==> src/rtl/pc_fetch_pkg.sv <==
// Shared types and constants for the PC/fetch unit.
// Optional misaligned-redirect checking is selected by PC_ALIGN_CHECK_EN.
package pc_fetch_pkg;

  typedef enum logic [1:0] {
    IDLE,
    FETCH,
    HOLD
  } fetch_state_e;

  localparam logic [31:0] PC_INC       = 32'd4;
  localparam logic [31:0] RESET_PC_DEF = 32'h0000_3000;

endpackage

==> src/rtl/pc_next_sel.sv <==
// Redirect/sequential next-PC selection; jump beats branch.
// PC_ALIGN_CHECK_EN: misaligned redirects are flagged and dropped.
module pc_next_sel
  import pc_fetch_pkg::*;
(
  input  logic [31:0] pc,
  input  logic        branch,
  input  logic [31:0] offset,
  input  logic        jump,
  input  logic [31:0] target,
  output logic        redir,
  output logic [31:0] redir_pc,
  output logic [31:0] seq_pc,
  output logic        mis
);

  logic [31:0] raw;
  logic        any;

  always_comb begin
    seq_pc = pc + PC_INC;
    any    = jump | branch;
    raw    = jump ? target : seq_pc + offset;
`ifdef PC_ALIGN_CHECK_EN
    mis      = any && (raw[1:0] != 2'b00);
    redir    = any && (raw[1:0] == 2'b00);
    redir_pc = raw;
`else
    mis      = 1'b0;
    redir    = any;
    redir_pc = raw & ~32'h3;
`endif
  end

endmodule

==> src/rtl/pc_fetch_unit.sv <==
// Program counter and single-outstanding instruction fetch.
// PC_ALIGN_CHECK_EN enables the sticky misalign flag.
module pc_fetch_unit
  import pc_fetch_pkg::*;
#(
  parameter logic [31:0] RESET_PC = RESET_PC_DEF
) (
  input  logic        clk,
  input  logic        reset,
  input  logic        branch,
  input  logic [31:0] offset,
  input  logic        jump,
  input  logic [31:0] target,
  input  logic        stall,
  output logic        imem_req,
  output logic [31:0] imem_addr,
  input  logic        imem_ack,
  input  logic [31:0] imem_rdata,
  output logic [31:0] instr,
  output logic [31:0] instr_pc,
  output logic        instr_valid,
  output logic [3:0]  pc_h4,
  output logic        misalign
);

  fetch_state_e state_q, state_d;
  logic [31:0]  addr_q, addr_d;
  logic [31:0]  pc_q, pc_d;
  logic [31:0]  instr_q, instr_d;
  logic         valid_q, valid_d;
  logic         kill_q, kill_d;
  logic [31:0]  rp_q, rp_d;
  logic         mis_q, mis_d;

  logic         redir;
  logic [31:0]  redir_pc;
  logic [31:0]  seq_pc;
  logic         mis_evt;

  pc_next_sel u_sel (
    .pc       (pc_q),
    .branch   (branch),
    .offset   (offset),
    .jump     (jump),
    .target   (target),
    .redir    (redir),
    .redir_pc (redir_pc),
    .seq_pc   (seq_pc),
    .mis      (mis_evt)
  );

  always_ff @(posedge clk or negedge reset) begin
    if (!reset) begin
      state_q <= IDLE;
      addr_q  <= RESET_PC;
      pc_q    <= RESET_PC - PC_INC;
      instr_q <= '0;
      valid_q <= 1'b0;
      kill_q  <= 1'b0;
      rp_q    <= '0;
      mis_q   <= 1'b0;
    end else begin
      state_q <= state_d;
      addr_q  <= addr_d;
      pc_q    <= pc_d;
      instr_q <= instr_d;
      valid_q <= valid_d;
      kill_q  <= kill_d;
      rp_q    <= rp_d;
      mis_q   <= mis_d;
    end
  end

  always_comb begin
    state_d = state_q;
    addr_d  = addr_q;
    pc_d    = pc_q;
    instr_d = instr_q;
    valid_d = valid_q;
    kill_d  = kill_q;
    rp_d    = rp_q;
    mis_d   = mis_q | mis_evt;
    case (state_q)
      IDLE: begin
        state_d = FETCH;
        addr_d  = redir ? redir_pc : seq_pc;
      end
      FETCH: begin
        if (imem_ack) begin
          // a redirect seen with or before the ack makes it wrong-path
          if (kill_q || redir) begin
            valid_d = 1'b0;
            kill_d  = 1'b0;
            addr_d  = redir ? redir_pc : rp_q;
          end else begin
            pc_d    = addr_q;
            instr_d = imem_rdata;
            valid_d = 1'b1;
            if (stall) state_d = HOLD;
            else       addr_d  = addr_q + PC_INC;
          end
        end else if (redir) begin
          kill_d  = 1'b1;
          rp_d    = redir_pc;
          valid_d = 1'b0;
        end else if (!stall) begin
          valid_d = 1'b0;
        end
      end
      HOLD: begin
        if (redir) begin
          valid_d = 1'b0;
          state_d = FETCH;
          addr_d  = redir_pc;
        end else if (!stall) begin
          valid_d = 1'b0;
          state_d = FETCH;
          addr_d  = seq_pc;
        end
      end
      default: state_d = IDLE;
    endcase
  end

  assign imem_req    = (state_q == FETCH);
  assign imem_addr   = addr_q;
  assign instr       = instr_q;
  assign instr_pc    = pc_q;
  assign instr_valid = valid_q;
  assign pc_h4       = pc_q[31:28];
  assign misalign    = mis_q;

endmodule
==> config.mk <==
export PLATFORM = sky130hd
export DESIGN_NAME = pc_fetch_unit
export DESIGN_NICKNAME = d
export VERILOG_FILES = /design/src/rtl/pc_fetch_pkg.sv /design/src/rtl/pc_next_sel.sv /design/src/rtl/pc_fetch_unit.sv
export SDC_FILE = /design/constraint.sdc
export NUM_CORES = 1
export LEC_CHECK = 0
export BUFFER_PORTS_ARGS = -buffer_cell sky130_fd_sc_hd__buf_4
export CELL_PAD_IN_SITES_DETAIL_PLACEMENT = 1
export CELL_PAD_IN_SITES_GLOBAL_PLACEMENT = 1
export CORE_ASPECT_RATIO = 0.7
export CORE_MARGIN = 1
export CORE_UTILIZATION = 23
export CTS_BUF_LIST = sky130_fd_sc_hd__clkbuf_4
export DETAILED_ROUTE_END_ITERATION = 12
export PLACE_DENSITY = 0.48
export SLEW_MARGIN = 20
export SYNTH_ARGS = -nofsm -noshare
export SYNTH_HDL_FRONTEND = slang
export SYNTH_SLANG_ARGS = --single-unit
==> constraint.sdc <==
create_clock -name clk -period 4.54 [get_ports clk]
set_clock_uncertainty 0.15 [all_clocks]
set_input_delay 0.908 -clock clk [delete_from_list [all_inputs] [get_ports clk]]
set_output_delay 0.908 -clock clk [all_outputs]
set_load 0.01 [all_outputs]
==> results of run 1 <==
-- cell type report --
| type | count | area, um2 | share of cell area |
|---|---|---|---|
| Multi-Input combinational cell | 740 | 5162 | 0.4537 |
| Sequential cell | 132 | 3319 | 0.2917 |
| Timing Repair Buffer | 254 | 1936 | 0.1701 |
| Tap cell | 488 | 610.6 | 0.05366 |
| Clock inverter | 13 | 151.4 | 0.01331 |
| Clock buffer | 19 | 142.6 | 0.01254 |
| Inverter | 15 | 56.30 | 0.004948 |
-- critical path: stages (launching register included) --
cell and delay (ns):
dfstp_2 0.56, and3_1 0.20, and2_2 0.22, nand2_2 0.11, nor2_2 0.16, nand3_1 0.11
xnor2_1 0.18, ha_2 0.40, nand4_1 0.20, o31ai_2 0.29, a221oi_2 0.05, buf_4 0.17
a2111oi_4 0.38, nor4_2 0.09, buf_4 0.16, a21oi_2 0.22, nor2_1 0.09, nor3_2 0.28
o221ai_1 0.15
-- stage by stage --
step / instances / setup WS (ns) / hold WS [ns] / total power, uW / utilization
after floorplan: 942 / 0.8368 / 0.2912 / 4816 / -
after global placement: 1627 / 0.1428 / 0.3057 / 6837 / 0.2963
after detailed placement: 1627 / 0.08599 / 0.3172 / 6868 / 0.2963
after CTS: 1659 / 0.02239 / 0.07468 / 7806 / 0.3041
after global routing: 1661 / -0.008787 / 0.07456 / 8360 / 0.3052
final: 1661 / 0.2687 / 0.08448 / 7765 / 0.3052
-- worst max path at each step --
stage,cells past startpoint,start,end
after floorplan,16,instr_pc[9],imem_addr[29]
after global placement,18,instr_pc[4],imem_addr[31]
after detailed placement,18,instr_pc[4],imem_addr[31]
after CTS,18,instr_pc[4],imem_addr[31]
after global routing,18,instr_pc[4],rp_q[27]
final,18,instr_pc[4],imem_addr[29]
-- where the power goes --
part / internal, uW / leakage [uW] / switching (uW)
Combinational: 2050 / 0.00329 / 2400
Sequential: 1760 / 0.00160 / 665
Clock: 347 / 0.000158 / 543
Total: 4150 / 0.00504 / 3610
-- repair_timing --
item / 4_1_cts / 5_1_grt
hold endpoints to repair: 0 / 0
setup endpoints to repair: 0 / 11
gates resized for setup: 0 / 7
setup buffers: 0 / 2
-- metal layers --
metal	routed length, um	up-vias	share of wire	global-route usage
met3	1343	14	0.036	0.03727
met2	15650	165	0.42	0.2819
met5	0	-	0	0
li1	-	3912	-	-
met1	19980	4199	0.54	0.2939
met4	149	0	0.0040	0.02961
-- flip-flops by register name, summed over array words and instances, names as in the netlist --
signal       cells
instr           32
instr_valid      1
imem_addr       32
kill_q           1
rp_q            32
state_q          2
instr_pc        32
-- placed cells by master, fill, tap and decap left out, types with 5 or more instances in the layout --
cell type	count
a211oi_1	8
a21o_1	12
a21oi_1	64
a221o_1	5
a221oi_1	10
a22o_1	14
a22oi_1	9
a31oi_1	15
and2_1	7
and3_1	21
buf_4	251
clkbuf_4	19
clkinv_4	6
dfrtp_1	119
dfstp_2	13
ha_1	43
inv_1	15
mux2_2	62
nand2_1	96
nand3_1	31
nand4_1	24
nor2_1	60
nor2_2	5
nor2b_1	8
nor3_1	8
nor3b_1	5
o211ai_1	5
o21a_1	8
o21ai_0	54
o21bai_1	5
o22ai_1	12
xnor2_1	50
xor2_1	20
-- cells by family after synthesis --
family | Yosys count
XOR/XNOR | 70
buffers and inverters | 70
other | 1
adder cells (fa/ha/maj) | 44
multiplexers | 62
AO/OA/AOI/OAI | 269
flip-flops | 132
AND/OR/NAND/NOR | 294
==> metrics.yaml, run 1 <==
floorplanning:
  ios: 205
  die-area_um2: 38730
  die_y_um: 165.0
  coreArea_um2: 37280
  die_w_um: 234.8
  initial_core_util: 0.2340
  row_count: 59
drt:
  ant_nets: 0
  drt-pass1-iter-count: 5
  drc_errors: 0
  vias: 8290
  drtIter0Drc: 461
  drt-total-wl_um: 37120
  wire_per_inst_um: 22.35
  routed_via_density: 4.991
place:
  place_congestion: 0.7977
  io_buffers: 201
  place_area_um2: 11040
  hpwlAfterDp_um: 27950
sta:
  period_share: 0.9408
  final.setup.tns_ns: 0
  slew_violations: 0
  setup_viol: 0
  worstMarginPinSlew_ns: 0.8020
  slew_headroom: 0.4647
  max_clock_freq_mhz: 234.1
  hold_violations: 0
  period_needed_ns: 4.271
yosys:
  synth_cell_type_count: 70
  yosys_warnings: 0
  synth_most_common_cell: "dfrtp_1"
  synth_compound_area_frac: 0.2082
  async_flop_share: 1.000
  synthFlopType: "dfrtp_1"
  synth_edf_count: 0
  syn_area_um2: 8725
  yosys.area_share.simple: 0.1639
  yosys_register_bits: 132
  yosys-top-cells-area: "dfrtp_1, mux2_2, ha_1, xnor2_1, nand2_1"
  synth_xor_area_frac: 0.07027
  synthMuxAreaShare: 0.08002
  synth_adder_area_share: 0.06310
  synth_cells: 942
  synth_top_family_by_area: "compound AO/OA/AOI/OAI gates"
  synth_fp_nets: 1088
  synth_top_area_cell: "dfrtp_1"
  synth_commonest_cells: "dfrtp_1, nand2_1, a21oi_1, nor2_1, mux2_2"
  synth.avg_cell_area_um2: 9.262
  synth_top_area_frac: 0.3413
  yosysSeqAreaShare: 0.3805
setup_path:
  critPathKind: "register to register"
  reg2reg_to: "imem_addr[29]"
  rrSetupSlack_ns: 0.27
  cp.arrival_ns: 4.64
  r2r_start: "instr_pc[4]"
  required_ns: 4.91
  worst_setup_path_end_kind: "register"
  startpoint_type: "register"
  critPathMaxFanout: 6
  r2r_cells: 18
finish:
  antenna_cells: 0
  nNetsFinal: 1306
  layout-area-overhead-vs-synth_pct: 30.42
  final_cell_area_um2: 11380
  drive_gt1_frac: 0.3299
  fill_cells: 4310
clock_network:
  cts_tree: "yes"
  h-tree-depth: 4
  clkLatencyLatePin_ns: 0.63
  clkSinkCount: 132
  root_buffer: "clkbuf_4"
  cts.clk_slew.worst_paths_ns: 0.17
  hold_buffers: 0
  cts_buffers: 17
  clockBufferDepth: 2
power_and_ir_drop:
  vdd_drop_max_uv: 249.9
  power-per-cell-area_nw_per_um2: 682.4
  leakage_uw: 0.005044
grt:
  first_global_vias: 8419
  grt_pass1_wl_um: 55730
  grt_max_degree: 60
  antenna_found_initial: 0
  track_usage: 0.1931
  grt-ovfl-total: 0
outcome:
  status: "completed"
flow_run:
  drv_cap: 0
min_path:
  min_path_type: "primary input to asynchronous set/reset pin"
Power figures use the tool's default switching activity.
==> run 2, diff against run 1 <==
--- a/config.mk
+++ b/config.mk
@@ -6,6 +6,7 @@
 export NUM_CORES = 1
 export LEC_CHECK = 0
 export BUFFER_PORTS_ARGS = -buffer_cell sky130_fd_sc_hd__buf_4
+export CAP_MARGIN = 15
 export CELL_PAD_IN_SITES_DETAIL_PLACEMENT = 1
 export CELL_PAD_IN_SITES_GLOBAL_PLACEMENT = 1
 export CORE_ASPECT_RATIO = 0.7
@@ -17,4 +18,5 @@
 export SLEW_MARGIN = 20
 export SYNTH_ARGS = -nofsm -noshare
 export SYNTH_HDL_FRONTEND = slang
+export SYNTH_HIERARCHICAL = 1
 export SYNTH_SLANG_ARGS = --single-unit
==> constraint.sdc (replaced) <==
create_clock -name clk -period 4.18 [get_ports clk]
set_clock_uncertainty 0.15 [all_clocks]
set_input_delay 0.836 -clock clk [delete_from_list [all_inputs] [get_ports clk]]
set_output_delay 0.836 -clock clk [all_outputs]
set_load 0.01 [all_outputs]
==> metrics.yaml, run 2 <==
outcome:
  status: "finished with violations"
  violations: "negative setup slack"
setup_path:
  critPathBufInv: 5
  cp_slowest_stage_delay_ns: 0.55
  critPathKind: "register to register"
  worst_setup_path_end_kind: "register"
  slowest_stage: "dfstp_2"
  cp.arrival_ns: 4.52
  cp_cell_sequence: "and4_4 -> nand4_1 -> buf_6 -> nor4_4 -> buf_4 -> buf_6 -> nand3_4 -> xnor2_4 -> ha_4 -> nand4_1 -> or3_4 -> a2111oi_4 -> buf_4 -> o211a_1 -> nor3_4 -> buf_4 -> mux2_4"
  crit_family: "simple AND/OR/NAND/NOR gates"
  critPathMaxFanout: 5
  required_ns: 4.51
  startpoint_type: "register"
  cp_common_cell: "buf_4"
sta:
  hold_violations: 0
  setup_viol: 1
  slew_violations: 0
  max_clock_freq_mhz: 238.6
  slew_headroom: 0.2971
  period_share: 1.002
  worstMarginPinSlew_ns: 1.045
  holdWs_ns: 0.08863
  final.setup.tns_ns: -0.01042
  period_needed_ns: 4.190
  fin_ws_ns: -0.01042
  rsz0062_at_grt: "true"
yosys:
  syn_area_um2: 9444
  yosysSeqAreaShare: 0.3541
  synth_top_area_cell: "dfrtp_1"
  synth_top_area_frac: 0.3180
  synth_cell_type_count: 75
  yosys_warnings: 6
  synth_adder_area_share: 0.05299
  synth_cells: 1048
  async_flop_share: 1.000
  yosys.area_share.simple: 0.1963
  yosys_register_bits: 133
  synth_top_family_by_area: "compound AO/OA/AOI/OAI gates"
  yosys-top-cells-area: "dfrtp_1, mux2_2, ha_1, a21oi_1, nand2_1"
  synth_compound_area_frac: 0.2026
  synth_commonest_cells: "dfrtp_1, nand2_1, mux2_2, a21oi_1, o21ai_0"
  synthMuxAreaShare: 0.1167
  synth_xor_area_frac: 0.03948
  synthFlopType: "dfrtp_1"
  synth_most_common_cell: "dfrtp_1"
  synth.avg_cell_area_um2: 9.012
  synth_edf_count: 0
clock_network:
  cts_tree: "yes"
  hold_buffers: 0
  root_buffer: "clkbuf_4"
  cts.clk_slew.worst_paths_ns: 0.13
  cts_buffers: 17
  clockBufferDepth: 2
  h-tree-depth: 4
  clkLatencyLatePin_ns: 0.59
  clkSinkCount: 133
finish:
  nNetsFinal: 1539
  layout.cells.non_filler: 1945
  drive_gt1_frac: 0.4411
  multiInputGateArea_um2: 6236
  antenna_cells: 0
  seqCellArea_um2: 3347
  layout_common_cells: "buf_4, dfrtp_1, nand2_1, mux2_2, a21oi_1"
  final_common_cell: "buf_4"
  layout-area-overhead-vs-synth_pct: 43.18
  fill_cells: 4714
floorplanning:
  coreArea_um2: 40070
  ios: 205
  die_w_um: 244.2
  initial_core_util: 0.2357
  die-area_um2: 41890
  die_y_um: 171.5
  row_count: 61
drt:
  drt-total-wl_um: 38830
  ant_nets: 0
  vias: 9483
  drtIter0Drc: 514
  drc_errors: 0
  wire_per_inst_um: 19.96
  routed_via_density: 4.876
  drt-pass1-iter-count: 5
grt:
  antenna_found_initial: 0
  grt_max_degree: 64
  grt_pass1_wl_um: 59400
  grt-ovfl-total: 0
  track_usage: 0.1877
  first_global_vias: 9671
place:
  placed_cells: 1895
  hpwlAfterDp_um: 29890
  place_congestion: 0.8068
  io_buffers: 202
power_and_ir_drop:
  leakage_uw: 0.005931
  seqPwrFrac: 0.273
  internal_power_uw: 5367
  p_clk_frac: 0.078
  power-per-cell-area_nw_per_um2: 721.2
  p_comb_frac: 0.649
  vdd_drop_max_uv: 233.9
  power_switching_uw: 4384
  finalPower_uw: 9751
  p_sw_frac: 0.4496
flow_run:
  drv_cap: 0
min_path:
  min_path_type: "primary input to asynchronous set/reset pin"
run 2: worst paths after layout:
| kind | startpoint | cells past startpoint | end | slack, ns |
|---|---|---|---|---|
| min in group clk | imem_rdata[27] | 2 | instr[27] | 0.32 |
| min reg2reg | misalign | 1 | misalign | 0.35 |
| min | reset | 1 | rp_q[27] | 0.09 |
| max | instr_pc[4] | 17 | rp_q[28] | -0.01 |
| max in group asynchronous | reset | 2 | instr_pc[9] | 2.95 |
| max reg2reg | instr_pc[4] | 17 | rp_q[28] | -0.01 |
run 2: worst register-to-register path, delay by kind of cell (launching register included):
kind / cells / cell delay [ns]
AND/OR/NAND/NOR: 7 / 1.32
multiplexers: 1 / 0.26
flip-flops: 1 / 0.55
adder cells (fa/ha/maj): 1 / 0.31
buffers and inverters: 5 / 0.79
XOR/XNOR: 1 / 0.17
AO/OA/AOI/OAI: 2 / 0.54
run 2: area by class of cell:
cell class,count,area share
Clock buffer,19,0.01055
Clock inverter,13,0.004997
Inverter,15,0.004164
Multi-Input combinational cell,838,0.4612
Sequential cell,133,0.2475
Tap cell,535,0.04951
Timing Repair Buffer,392,0.2221
run 2: kinds of logic after synthesis:
family	after synthesis
and+or+nand+nor	361
xor gates and xnor gates	41
buffers and inverters	79
muxes	98
adders and majority gates	40
DFF	133
other	1
AOI/OAI and AO/OA	295
run 2: repair_timing:
action | 4_1_cts | 5_1_grt
setup endpoints to repair | 13 | 23
gates resized for setup | 47 | 61
buffers inserted | 8 | 11
pin swaps | 13 | 23
run 2: stage by stage:
step           utilization  worst slack [ns]  instance area (um2)
3_5_place_dp        0.3164           -0.3759                12680
5_1_grt             0.3375           -0.1746                13520
3_3_place_gp        0.3164           -0.3900                12680
2_1_floorplan            -            0.2684                 9452
6_report            0.3375          -0.01042                13520
4_1_cts             0.3288          -0.02240                13180
run 2: per-layer routing:
layer	share of wire	GRT usage	up-vias
li1	-	-	4590
met1	0.49	0.2698	4696
met2	0.46	0.2940	179
met3	0.042	0.03854	18
met4	0.0069	0.02582	0
met5	0	0	-
run 2: power groups by stage:
stage          registers (uW)  clock network, uW  logic [uW]
6_report                 2660                759        6330
5_1_grt                  2780                871        6950
4_1_cts                  2660                814        6170
3_5_place_dp             2670                  0        5990
3_3_place_gp             2640                  0        5920
2_1_floorplan            2690                  0        2900
